`src/rtl/axi_rd_pkg.sv`:
```
// Shared types and helpers for the AXI-style burst read initiator.
package axi_rd_pkg;

  typedef enum logic [1:0] {IDLE, REQ, DATA, FIN} state_t;

  localparam int ARBURST_W = 4;

  // floor(log2(remaining)) capped at max_log; remaining==0 yields 0
  function automatic logic [ARBURST_W-1:0] burst_exp(input logic [31:0] remaining,
                                                     input int max_log);
    int msb;
    msb = 0;
    for (int i = 0; i < 32; i++)
      if (remaining[i]) msb = i;
    if (msb > max_log) msb = max_log;
    return msb[ARBURST_W-1:0];
  endfunction

endpackage

```
`src/rtl/burst_len_calc.sv`:
```
// Largest power-of-two burst exponent that fits the remaining word count.
module burst_len_calc
  import axi_rd_pkg::*;
#(
  parameter int LW            = 24,
  parameter int MAX_BURST_LOG = 4
) (
  input  logic [LW-1:0]        remaining,
  output logic [ARBURST_W-1:0] burst_log
);

  assign burst_log = burst_exp(32'(remaining), MAX_BURST_LOG);

endmodule

```
`src/rtl/axi_burst_reader.sv`:
```
// Fetches a contiguous word block as a series of power-of-two read bursts
// and streams each accepted beat into the local buffer write port.
module axi_burst_reader
  import axi_rd_pkg::*;
#(
  parameter int DW            = 32,
  parameter int AW            = 32,
  parameter int LW            = 24,
  parameter int MAX_BURST_LOG = 4,
  parameter int BUF_AW        = 16
) (
  input  logic                 clk,
  input  logic                 rst_n,
  input  logic                 start,
  input  logic [AW-1:0]        base_addr,
  input  logic [LW-1:0]        num_words,
  input  logic [BUF_AW-1:0]    buf_base,
  output logic                 busy,
  output logic                 done,
  output logic [AW-1:0]        araddr,
  output logic                 arvalid,
  output logic [ARBURST_W-1:0] arburst,
  input  logic                 arready,
  input  logic [DW-1:0]        rdata,
  input  logic                 rvalid,
  input  logic                 rlast,
  output logic                 buf_we,
  output logic [BUF_AW-1:0]    buf_waddr,
  output logic [DW-1:0]        buf_wdata
);

  localparam int BW = MAX_BURST_LOG + 1;

  state_t                 state;
  logic [AW-1:0]          cur_addr;
  logic [LW-1:0]          remaining;
  logic [BUF_AW-1:0]      wptr;
  logic [BW-1:0]          expected, beat_cnt, beats_now;
  logic [ARBURST_W-1:0]   exp_log;
  logic                   take, term;

  burst_len_calc #(.LW(LW), .MAX_BURST_LOG(MAX_BURST_LOG)) u_len (
    .remaining (remaining),
    .burst_log (exp_log)
  );

  // beats_now counts the current beat too, so termination sees the final total
  assign take      = (state == DATA) && rvalid && (beat_cnt < expected);
  assign beats_now = beat_cnt + BW'(take);
  assign term      = (rvalid && rlast) || (beats_now == expected);

  always_ff @(posedge clk) begin
    if (!rst_n) begin
      state     <= IDLE;
      busy      <= 1'b0;
      done      <= 1'b0;
      araddr    <= '0;
      arvalid   <= 1'b0;
      arburst   <= '0;
      buf_we    <= 1'b0;
      buf_waddr <= '0;
      buf_wdata <= '0;
      cur_addr  <= '0;
      remaining <= '0;
      wptr      <= '0;
      expected  <= '0;
      beat_cnt  <= '0;
    end else begin
      arvalid <= 1'b0;
      buf_we  <= 1'b0;
      done    <= 1'b0;
      case (state)
        IDLE: if (start) begin
          if (num_words != '0) begin
            cur_addr  <= base_addr;
            remaining <= num_words;
            wptr      <= buf_base;
            busy      <= 1'b1;
            state     <= REQ;
          end else begin
            state <= FIN;
          end
        end
        REQ: if (arready) begin
          arvalid  <= 1'b1;
          araddr   <= cur_addr;
          arburst  <= exp_log;
          expected <= BW'(1) << exp_log;
          beat_cnt <= '0;
          state    <= DATA;
        end
        DATA: begin
          if (take) begin
            buf_we    <= 1'b1;
            buf_waddr <= wptr;
            buf_wdata <= rdata;
            wptr      <= wptr + BUF_AW'(1);
            beat_cnt  <= beats_now;
          end
          // short bursts resume at cur_addr, so nothing is lost or repeated
          if (term) begin
            cur_addr  <= cur_addr + AW'(beats_now);
            remaining <= remaining - LW'(beats_now);
            state     <= (remaining == LW'(beats_now)) ? FIN : REQ;
          end
        end
        FIN: begin
          done  <= 1'b1;
          busy  <= 1'b0;
          state <= IDLE;
        end
        default: state <= IDLE;
      endcase
    end
  end

endmodule

```
`config.mk`:
```
export PLATFORM = sky130hd
export DESIGN_NAME = axi_burst_reader
export DESIGN_NICKNAME = d
export VERILOG_FILES = /design/src/rtl/axi_rd_pkg.sv /design/src/rtl/burst_len_calc.sv /design/src/rtl/axi_burst_reader.sv
export SDC_FILE = /design/constraint.sdc
export NUM_CORES = 1
export LEC_CHECK = 0
export BUFFER_PORTS_ARGS = -buffer_cell sky130_fd_sc_hd__buf_2
export CORE_ASPECT_RATIO = 1.1
export CORE_MARGIN = 4
export CORE_UTILIZATION = 30
export CTS_CLUSTER_SIZE = 16
export DETAILED_ROUTE_END_ITERATION = 10
export MAX_ROUTING_LAYER = met4
export PLACE_DENSITY = 0.56
export SYNTH_ARGS = -nofsm -noshare
export SYNTH_HDL_FRONTEND = slang
export SYNTH_SLANG_ARGS = --single-unit
```
`constraint.sdc`:
```
create_clock -name clk -period 5.9 [get_ports clk]
set_input_delay 1.18 -clock clk [delete_from_list [all_inputs] [get_ports clk]]
set_output_delay 1.18 -clock clk [all_outputs]
set_load 0.02 [all_outputs]
```
Word-level counts from Yosys, hierarchy flattened --
Index checks and enable logic that the tools add are counted.
Word-level totals: register bits 172
Operators by class: magnitude comparators 2, add/subtract/negate cells 4, mux-type cells 51, reduce and logical (&&, ||, !) cells 18, shifts and indexed selects 1, eq/ne operators 10
Operators with widths (count):
- $mux W32 | 3
- $mux W24 | 3
- $pmux W32 S2 | 1
- $mux W5 | 10
- $mux W16 | 3
- $pmux W24 S2 | 1
- $mux W4 | 9
- $add A32 B5 Y32 | 1
- $pmux W16 S2 | 1
- $eq A24 B5 Y1 | 1
- $reduce_bool A24 Y1 | 1
- $sub A24 B5 Y24 | 1
- $add A16 B1 Y16 const B | 1
- $mux W2 | 7
- $mux W3 | 4
- $ne A2 B2 Y1 const B | 5
- $pmux W5 S2 | 1
- $reduce_and A3 Y1 | 3
- $pmux W2 S4 | 1
- $reduce_and A2 Y1 | 4
- $reduce_and A4 Y1 | 2
- $mux W1 | 6
- $reduce_bool A2 Y1 | 3
- $add A5 B1 Y5 | 1
- other kinds (10) | 13

Depth between registers and ports, before layout --
Gate-level depths: netlist of run 1.
depth in word-level cells 26, gate-level depth with buffers 21, gate-level depth less buffers 19

Modules after synthesis --
A second synthesis of run 1 with hierarchy kept.
Second synthesis, totals: cells, all modules 1137, area, all modules 8628.3 um^2
By module, submodules not included:
- axi_burst_reader | area an instance 8429.3 um^2, instances 1, cells each 1108
- burst_len_calc | area an instance 198.9 um^2, instances 1, cells each 29

Worst setup path before layout of run 1 --
No wires, ideal clock.
kind in2reg, start point input port rvalid, end point register cur_addr[27], data required time 5.819 ns, stages 15, arrival 4.785 ns, setup time 0.081 ns, path slack 1.034 ns, cell sequence inv_1 a2111oi_0 o21ai_1 clkinv_1 clkbuf_1 ha_1 ha_1 nand3_1 xnor2_1 ha_1 o2111ai_1 or3_1 or3_1 or4_1 a41oi_1
Between the ends: cells in the longest elaborated chain, start to end 7, elaborated cells on any way between the ends 11
RTL lines:
- start: declaration | line axi_burst_reader.sv:25 | input logic rvalid,
- $logic_and A1 B1 Y1 * (2 in series) | line axi_burst_reader.sv:48 | assign take = (state == DATA) && rvalid && (beat_cnt < expected);
- net take | line axi_burst_reader.sv:40 | logic take, term;
- $add A5 B1 Y5 * | line axi_burst_reader.sv:49 | assign beats_now = beat_cnt + BW'(take);
- parallel branches: the longest is 4 deep, another holds $add A32 B5 Y32
- end signal: assignment | line axi_burst_reader.sv:75 | cur_addr <= base_addr;
- end signal: assignment | line axi_burst_reader.sv:102 | cur_addr <= cur_addr + AW'(beats_now);
- end: declaration | line axi_burst_reader.sv:35 | logic [AW-1:0] cur_addr;
Mark *: on every way through the listed nets, which the timed path passes. The select of a mux whose other input is x is not followed. A chain may end at the register's enable or synchronous reset.

Worst setup path after layout of run 1 --
start point register state[1], end point register cur_addr[27]
Between the ends: cells in the longest elaborated chain, start to end 8, elaborated cells on any way between the ends 15
RTL lines:
- start: declaration | line axi_burst_reader.sv:34 | state_t state;
- start signal: assignment | line axi_burst_reader.sv:104 | state <= (remaining == LW'(beats_now)) ? FIN : REQ;
- parallel branches: the longest is 8 deep, another holds $add A32 B5 Y32
Parallel ways; which one is timed is not known. The select of a mux whose other input is x is not followed.

==> flow_metrics.py, run 1 <==
metrics = {
    "pwr": {
        "power_density_nw_per_um2": 305,
        "p_switching_mw": 0.895,
        "leakage_nw": 4.18,
        "seq_power_share_pct": 41.1,
        "peakVddDrop_uv": 202,
        "swShare_pct": 28.0,
        "pwr-share-comb_pct": 16.7,
        "finalPower_mw": 3.20,
        "pwr-share-clk_pct": 42.3,
        "internal_power_mw": 2.30,
    },
    "global_route": {
        "grt_overflow_total": 0,
        "met3_usage_pct": 3.09,
        "grt_usage_pct": 17.7,
        "top_usage_layer": "met2",
        "met2_usage_pct": 28.5,
        "grt_max_degree": 83,
        "first_global_vias": 8052,
        "grt_pass1_wl_um": 43300,
        "use_met1_pct": 22.8,
        "grt_antenna_before_repair": 0,
    },
    "worst_setup_path": {
        "cp_max_fo": 15,
        "worstPathCellList": "nand2_4, a2111oi_0, o21ai_4, clkinv_1, ha_1, ha_1, xor2_1, ha_1, o21ai_0, o21a_1, or3_1, or3_1, or4_1, a41oi_1",
        "crit_arrival_ns": 5.19,
        "critical_path_class": "reg2reg",
        "crit_path_top_delay_cell": "dfxtp_1",
        "crit_path_end_kind": "flip-flop",
        "critical_path_buf_inv_count": 1,
        "critical-path-top-delay-family": "simple AND/OR/NAND/NOR gates",
        "cpMostUsedCell": "ha_1",
        "required_ns": 6.25,
        "startpoint_type": "flip-flop",
        "max_stage_delay_ns": 0.80,
    },
    "synthesis": {
        "synth.yosys.seq_area_share_pct": 40.5,
        "yosysUniqueCellTypes": 66,
        "synth_area_per_cell_um2": 7.46,
        "synthCells": 1141,
        "synth_nets": 1270,
        "ys_seq_elements": 172,
        "async_flop_share_pct": 0,
        "ys_warn_count": 0,
        "synth-main-ff-cell": "dfxtp_1",
        "synthTopCellsByArea": "dfxtp_1, nand2_1, a21oi_1",
        "synth_top_area_share_pct": 40.5,
        "yosysMostFrequentCell": "nand2_1",
        "yosys.area.top_type": "dfxtp_1",
        "syn_area_um2": 8510,
        "synth_edf_count": 0,
        "synthTopCellsByCount": "nand2_1, dfxtp_1, a21oi_1",
    },
    "sta": {
        "hold_viol_final": 0,
        "clock_skew_ns": 0.0116,
        "fmax_mhz": 207,
        "rsz0062_at_grt": "false",
        "worst_pin_slew_ns": 0.968,
        "period_share_pct": 82.0,
        "fin_tns_setup_ns": 0,
        "fin_crit_ns": 4.84,
        "maxSlewHeadroom_pct": 35.2,
        "setup_viol": 0,
        "drv_slew": 0,
    },
    "floorplanning": {
        "ioPinCount": 198,
        "rows": 64,
        "fp.dieH_um": 185,
        "fp.dieW_um": 169,
        "start_util_pct": 30.5,
        "core_um2": 27900,
        "dieArea_um2": 31100,
    },
    "clocking": {
        "cts_tree": "yes",
        "clk_path_buf_depth": 2,
        "clock_latency_ns": 0.43,
        "clk_pin_slew_worst_paths_ns": 0.07,
        "post_cts_resized": 0,
        "cts_hold_buffers": 0,
        "clockRootBuffer": "clkbuf_16",
        "h-tree-depth": 4,
        "cts.sinks": 172,
        "cts_setup_buffers": 0,
        "cts_inserted_buffers": 17,
    },
    "hold_path": {
        "hold_path.class": "reg2reg",
    },
    "drt": {
        "wl_um": 27900,
        "drt_pass1_iterations": 5,
        "ant_nets": 0,
        "drc": 0,
        "viasPerCell": 5.22,
        "drt-initial-drc-count": 696,
        "num_vias": 8703,
        "wl_per_cell_um": 16.8,
    },
    "finish": {
        "nFillCells": 2960,
        "diodes": 0,
        "final_nets": 1422,
        "drive_above_1_share_pct": 20.2,
        "area_delta_synth_final_pct": 23.3,
    },
    "place": {
        "dp_hpwl_um": 19400,
        "io_buffers": 197,
        "finalWeightedCongestion": 0.858,
    },
    "flow_run": {
        "drv_cap": 0,
    },
    "status": {
        "outcome": "completed",
    },
}
## sequential cells by signal, summed over array words and instances (netlist names)
| name | flops |
|---|---|
| wptr | 16 |
| arvalid | 1 |
| araddr | 32 |
| done | 1 |
| buf_waddr | 16 |
| beat_cnt | 5 |
| buf_wdata | 32 |
| remaining | 24 |
| cur_addr | 32 |
| busy | 1 |
| state | 2 |
| expected | 5 |
| arburst | 4 |
| buf_we | 1 |
## cell type report
cell class	instances	area [µm²]	area share (%)
Clock inverter	11	265	2.53
Sequential cell	172	3440	32.8
Clock buffer	19	433	4.12
Tap cell	363	454	4.33
Timing Repair Buffer	212	1100	10.5
Inverter	21	81.3	0.775
Multi-Input combinational cell	869	4720	45.0
## layout by cell type (no fill, tap or decap), types with 13 or more instances in the layout
cell type / synthesis / routed
dfxtp_1: 172 / 172
a22oi_1: 13 / 13
nor3_1: 28 / 27
a211oi_1: 17 / 17
nand2_1: 267 / 266
nor4_1: 13 / 13
clkbuf_16: 0 / 17
nor2_1: 89 / 89
o21ai_0: 47 / 47
buf_4: 0 / 15
nand3_1: 33 / 32
buf_2: 1 / 197
ha_1: 17 / 17
inv_1: 18 / 18
a21oi_1: 162 / 162
## stage by stage
step	utilization (%)	area, µm²	cells	hold WS [ns]	setup WS [ns]
detailed placement	35.2	9800	1637	0.443	0.669
floorplan	-	8510	1141	0.440	1.03
CTS	37.7	10500	1667	0.452	1.03
global route	37.7	10500	1667	0.470	0.666
global placement	35.2	9800	1637	0.440	0.773
finish	37.7	10500	1667	0.450	1.06
## final timing paths
path | cells past startpoint | slack (ns) | startpoint | endpoint
min | 2 | 0.45 | buf_wdata[27] | buf_wdata[27]
min reg2reg | 2 | 0.45 | buf_wdata[27] | buf_wdata[27]
max reg2reg | 14 | 1.06 | state[1] | cur_addr[27]
max | 14 | 1.06 | state[1] | cur_addr[27]
## cells by family (layout without fill, tap and decap cells)
| kind of cell | count (synthesis) | in the layout | synth area share (%) |
|---|---|---|---|
| xor+xnor | 13 | 13 | 1.68 |
| buf+inv | 100 | 263 | 4.51 |
| flops | 172 | 172 | 40.5 |
| simple gates | 491 | 491 | 25.1 |
| fa+ha+maj | 19 | 19 | 2.97 |
| compound gates | 344 | 344 | 25.1 |
| mux | 2 | 2 | 0.235 |
## power groups by stage
stage / clock (mW) / sequential [mW] / combinational (mW)
after floorplan: 0 / 1.32 / 0.369
after global placement: 0 / 1.34 / 0.526
after detailed placement: 0 / 1.34 / 0.530
after CTS: 1.38 / 1.31 / 0.533
after global routing: 1.43 / 1.32 / 0.592
final: 1.35 / 1.31 / 0.533
## metal layers
| layer | wire length [µm] | share of wire (%) | vias up |
|---|---|---|---|
| met5 | 0 | 0 | - |
| met4 | 629 | 2.3 | 0 |
| met3 | 1320 | 4.7 | 33 |
| met2 | 13200 | 47 | 247 |
| met1 | 12700 | 46 | 4094 |
| li1 | - | - | 4329 |
## tightest hold or removal path, stage by stage (launching register included)
cell,delay [ns]
dfxtp_1,0.31
nand2_1,0.05
a21oi_1,0.05
(Power assumes the default switching activity.)
==> run 2: changes to the inputs <==
- ABC_AREA: unset -> 1
- clock period: 5.9 -> 4.6 ns (I/O delays scaled with it)
==> run 2 against run 1 <==
Net effect:
- combinational power grew to 3.0 times the previous value
- worst setup slack worse by 0.65 ns
- design area grew 0.63%
- critical endpoint is now cur_addr[30]
- largest cell class unchanged
- total power grew 58%
==> flow_metrics.py, run 2 <==
metrics = {
    "status": {
        "outcome": "completed",
    },
    "flow_run": {
        "drv_cap": 0,
    },
    "drt": {
        "wl_per_cell_um": 15.2,
        "wl_met1_um": 12200,
        "num_vias": 8660,
        "dr_wl_met3_um": 1530,
        "viasPerCell": 4.86,
        "highest_layer": "met4",
        "drt-initial-drc-count": 486,
        "wl_um": 27000,
        "drt_pass1_iterations": 5,
        "drc": 0,
        "wl_met2_um": 12800,
        "ant_nets": 0,
    },
    "synthesis": {
        "async_flop_share_pct": 0,
        "synth_edf_count": 0,
        "yosysMostFrequentCell": "nand2_1",
        "synth-main-ff-cell": "dfxtp_1",
        "yosys.area.top_type": "dfxtp_1",
        "synthTopCellsByCount": "nand2_1, dfxtp_1, nor2_1",
        "synth_area_per_cell_um2": 6.95,
        "ys_seq_elements": 172,
        "synth_nets": 1360,
        "synthCells": 1231,
        "ys_warn_count": 0,
        "syn_area_um2": 8550,
        "synth.yosys.seq_area_share_pct": 40.3,
        "yosysUniqueCellTypes": 47,
        "synth_top_area_share_pct": 40.3,
        "synthTopCellsByArea": "dfxtp_1, nand2_1, a21oi_1",
    },
    "sta": {
        "clock_skew_ns": 0.0201,
        "hold_viol_final": 0,
        "maxSlewHeadroom_pct": 35.8,
        "fmax_mhz": 239,
        "fin_crit_ns": 4.19,
        "worst_pin_slew_ns": 0.962,
        "drv_slew": 0,
        "setup_viol": 0,
        "period_share_pct": 91.0,
    },
    "pwr": {
        "power_density_nw_per_um2": 478,
        "seq_power_share_pct": 38.8,
        "pwr-share-comb_pct": 31.3,
        "leakage_nw": 4.54,
        "pwr-share-clk_pct": 29.9,
        "p_switching_mw": 1.96,
        "internal_power_mw": 3.08,
        "finalPower_mw": 5.04,
        "peakVddDrop_uv": 240,
        "swShare_pct": 38.9,
    },
    "clocking": {
        "cts_tree": "yes",
        "clk_path_buf_depth": 2,
        "cts.sinks": 172,
        "cts_inserted_buffers": 17,
        "clock_latency_ns": 0.43,
        "clockRootBuffer": "clkbuf_16",
        "h-tree-depth": 4,
        "clk_pin_slew_worst_paths_ns": 0.07,
    },
    "finish": {
        "multiInputGateArea_um2": 4510,
        "final_util_pct": 37.8,
        "final_nets": 1533,
        "drive_above_1_share_pct": 19.6,
        "nFillCells": 2973,
        "final_common_cell": "nand2_1",
        "stdcell_area_um2": 10600,
        "final_cell_mix": "nand2_1, buf_2, dfxtp_1",
        "seqCellArea_um2": 3440,
        "area_delta_synth_final_pct": 23.5,
        "reg_top3": "araddr x32, buf_wdata x32, cur_addr x32",
    },
    "global_route": {
        "grt_max_degree": 88,
        "first_global_vias": 8424,
        "grt_usage_pct": 17.5,
        "grt_pass1_wl_um": 43300,
        "grt_antenna_before_repair": 1,
        "grt_overflow_total": 0,
    },
    "floorplanning": {
        "fp.dieW_um": 169,
        "dieArea_um2": 31300,
        "rows": 64,
        "ioPinCount": 198,
        "fp.dieH_um": 185,
        "core_um2": 27900,
        "start_util_pct": 30.6,
    },
    "worst_setup_path": {
        "startpoint_type": "flip-flop",
        "critPathLaunch": "expected[4]",
        "crit_path_end_kind": "flip-flop",
        "critical_path_class": "reg2reg",
        "cp_max_fo": 4,
        "critical-path-top-delay-family": "simple AND/OR/NAND/NOR gates",
        "critical_path_buf_inv_count": 5,
        "r2r_start": "expected[4]",
        "crit_arrival_ns": 4.54,
        "crit_path_top_delay_cell": "dfxtp_1",
        "max_stage_delay_ns": 0.35,
        "required_ns": 4.95,
    },
    "hold_path": {
        "min_from": "arburst[1]",
        "hold_path.class": "reg2reg",
    },
    "place": {
        "dp_hpwl_um": 19000,
        "io_buffers": 197,
        "place_area_um2": 9880,
        "finalWeightedCongestion": 0.884,
    },
}
run 2: changes by cell type after synthesis, moves of 15 or more:
cell | previous run | this run
a211oi_1 | 17 | 1
xor2_1 | 3 | 18
nor2_1 | 89 | 161
a21oi_1 | 162 | 147
inv_1 | 18 | 102
o21ai_0 | 47 | 119
clkbuf_1 | 74 | 49
run 2: final cells by class:
type / instances / share of cell area (%)
sequential: 172 / 32.6
timing repair buffer: 219 / 10.9
inverter: 106 / 3.78
clock buffer: 19 / 4.19
clock inverter: 13 / 1.47
tap: 363 / 4.30
multi-input combinational: 888 / 42.7
antenna: 1 / 0.0237
run 2: tightest hold or removal path, cell delays in order, from the launching register on:
cell and delay, ns:
dfxtp_1 0.31, inv_1 0.05, a21oi_1 0.05
run 2: path summary, 6_finish.rpt:
check,end,slack (ns),cells past startpoint
worst max register to register,cur_addr[30],0.41,26
worst max-delay path,cur_addr[30],0.41,26
worst min-delay path,arburst[1],0.46,2
worst min register to register,arburst[1],0.46,2
run 2: metrics by stage:
stage	setup TNS [ns]	worst slack, ns	hold WS, ns	cells
floorplan	0	0.178	0.435	1231
global placement	0	0.278	0.436	1746
detailed placement	0	0.221	0.440	1746
CTS	0	0.339	0.452	1778
global route	-0.0172	-0.0172	0.473	1781
finish	0	0.414	0.456	1781
run 2: cell families after synthesis:
logic type	synth area share (%)
AND/OR/NAND/NOR	24.4
XOR/XNOR	3.26
AO/OA/AOI/OAI	21.1
flip-flops	40.3
buffers and inverters	7.99
adder cells (fa/ha/maj)	2.96
run 2: timing repair:
action,4_1_cts,5_1_grt
hold buffers,0,0
setup buffers,0,2
setup endpoints to repair,0,8
resized for setup,0,13
run 2: power groups by stage:
stage / sequential (mW) / clock [mW] / combinational (mW)
2_1_floorplan: 1.99 / 0 / 1.11
3_3_place_gp: 1.98 / 0 / 1.57
3_5_place_dp: 1.98 / 0 / 1.58
4_1_cts: 1.95 / 1.55 / 1.59
5_1_grt: 1.99 / 1.60 / 1.82
6_report: 1.96 / 1.51 / 1.58
run 2: routing by layer:
layer  up-vias  GRT usage, %
li1       4438             -
met1      3957          21.3
met2       231          29.4
met3        34          3.39
met4         0          5.41
met5         -             -
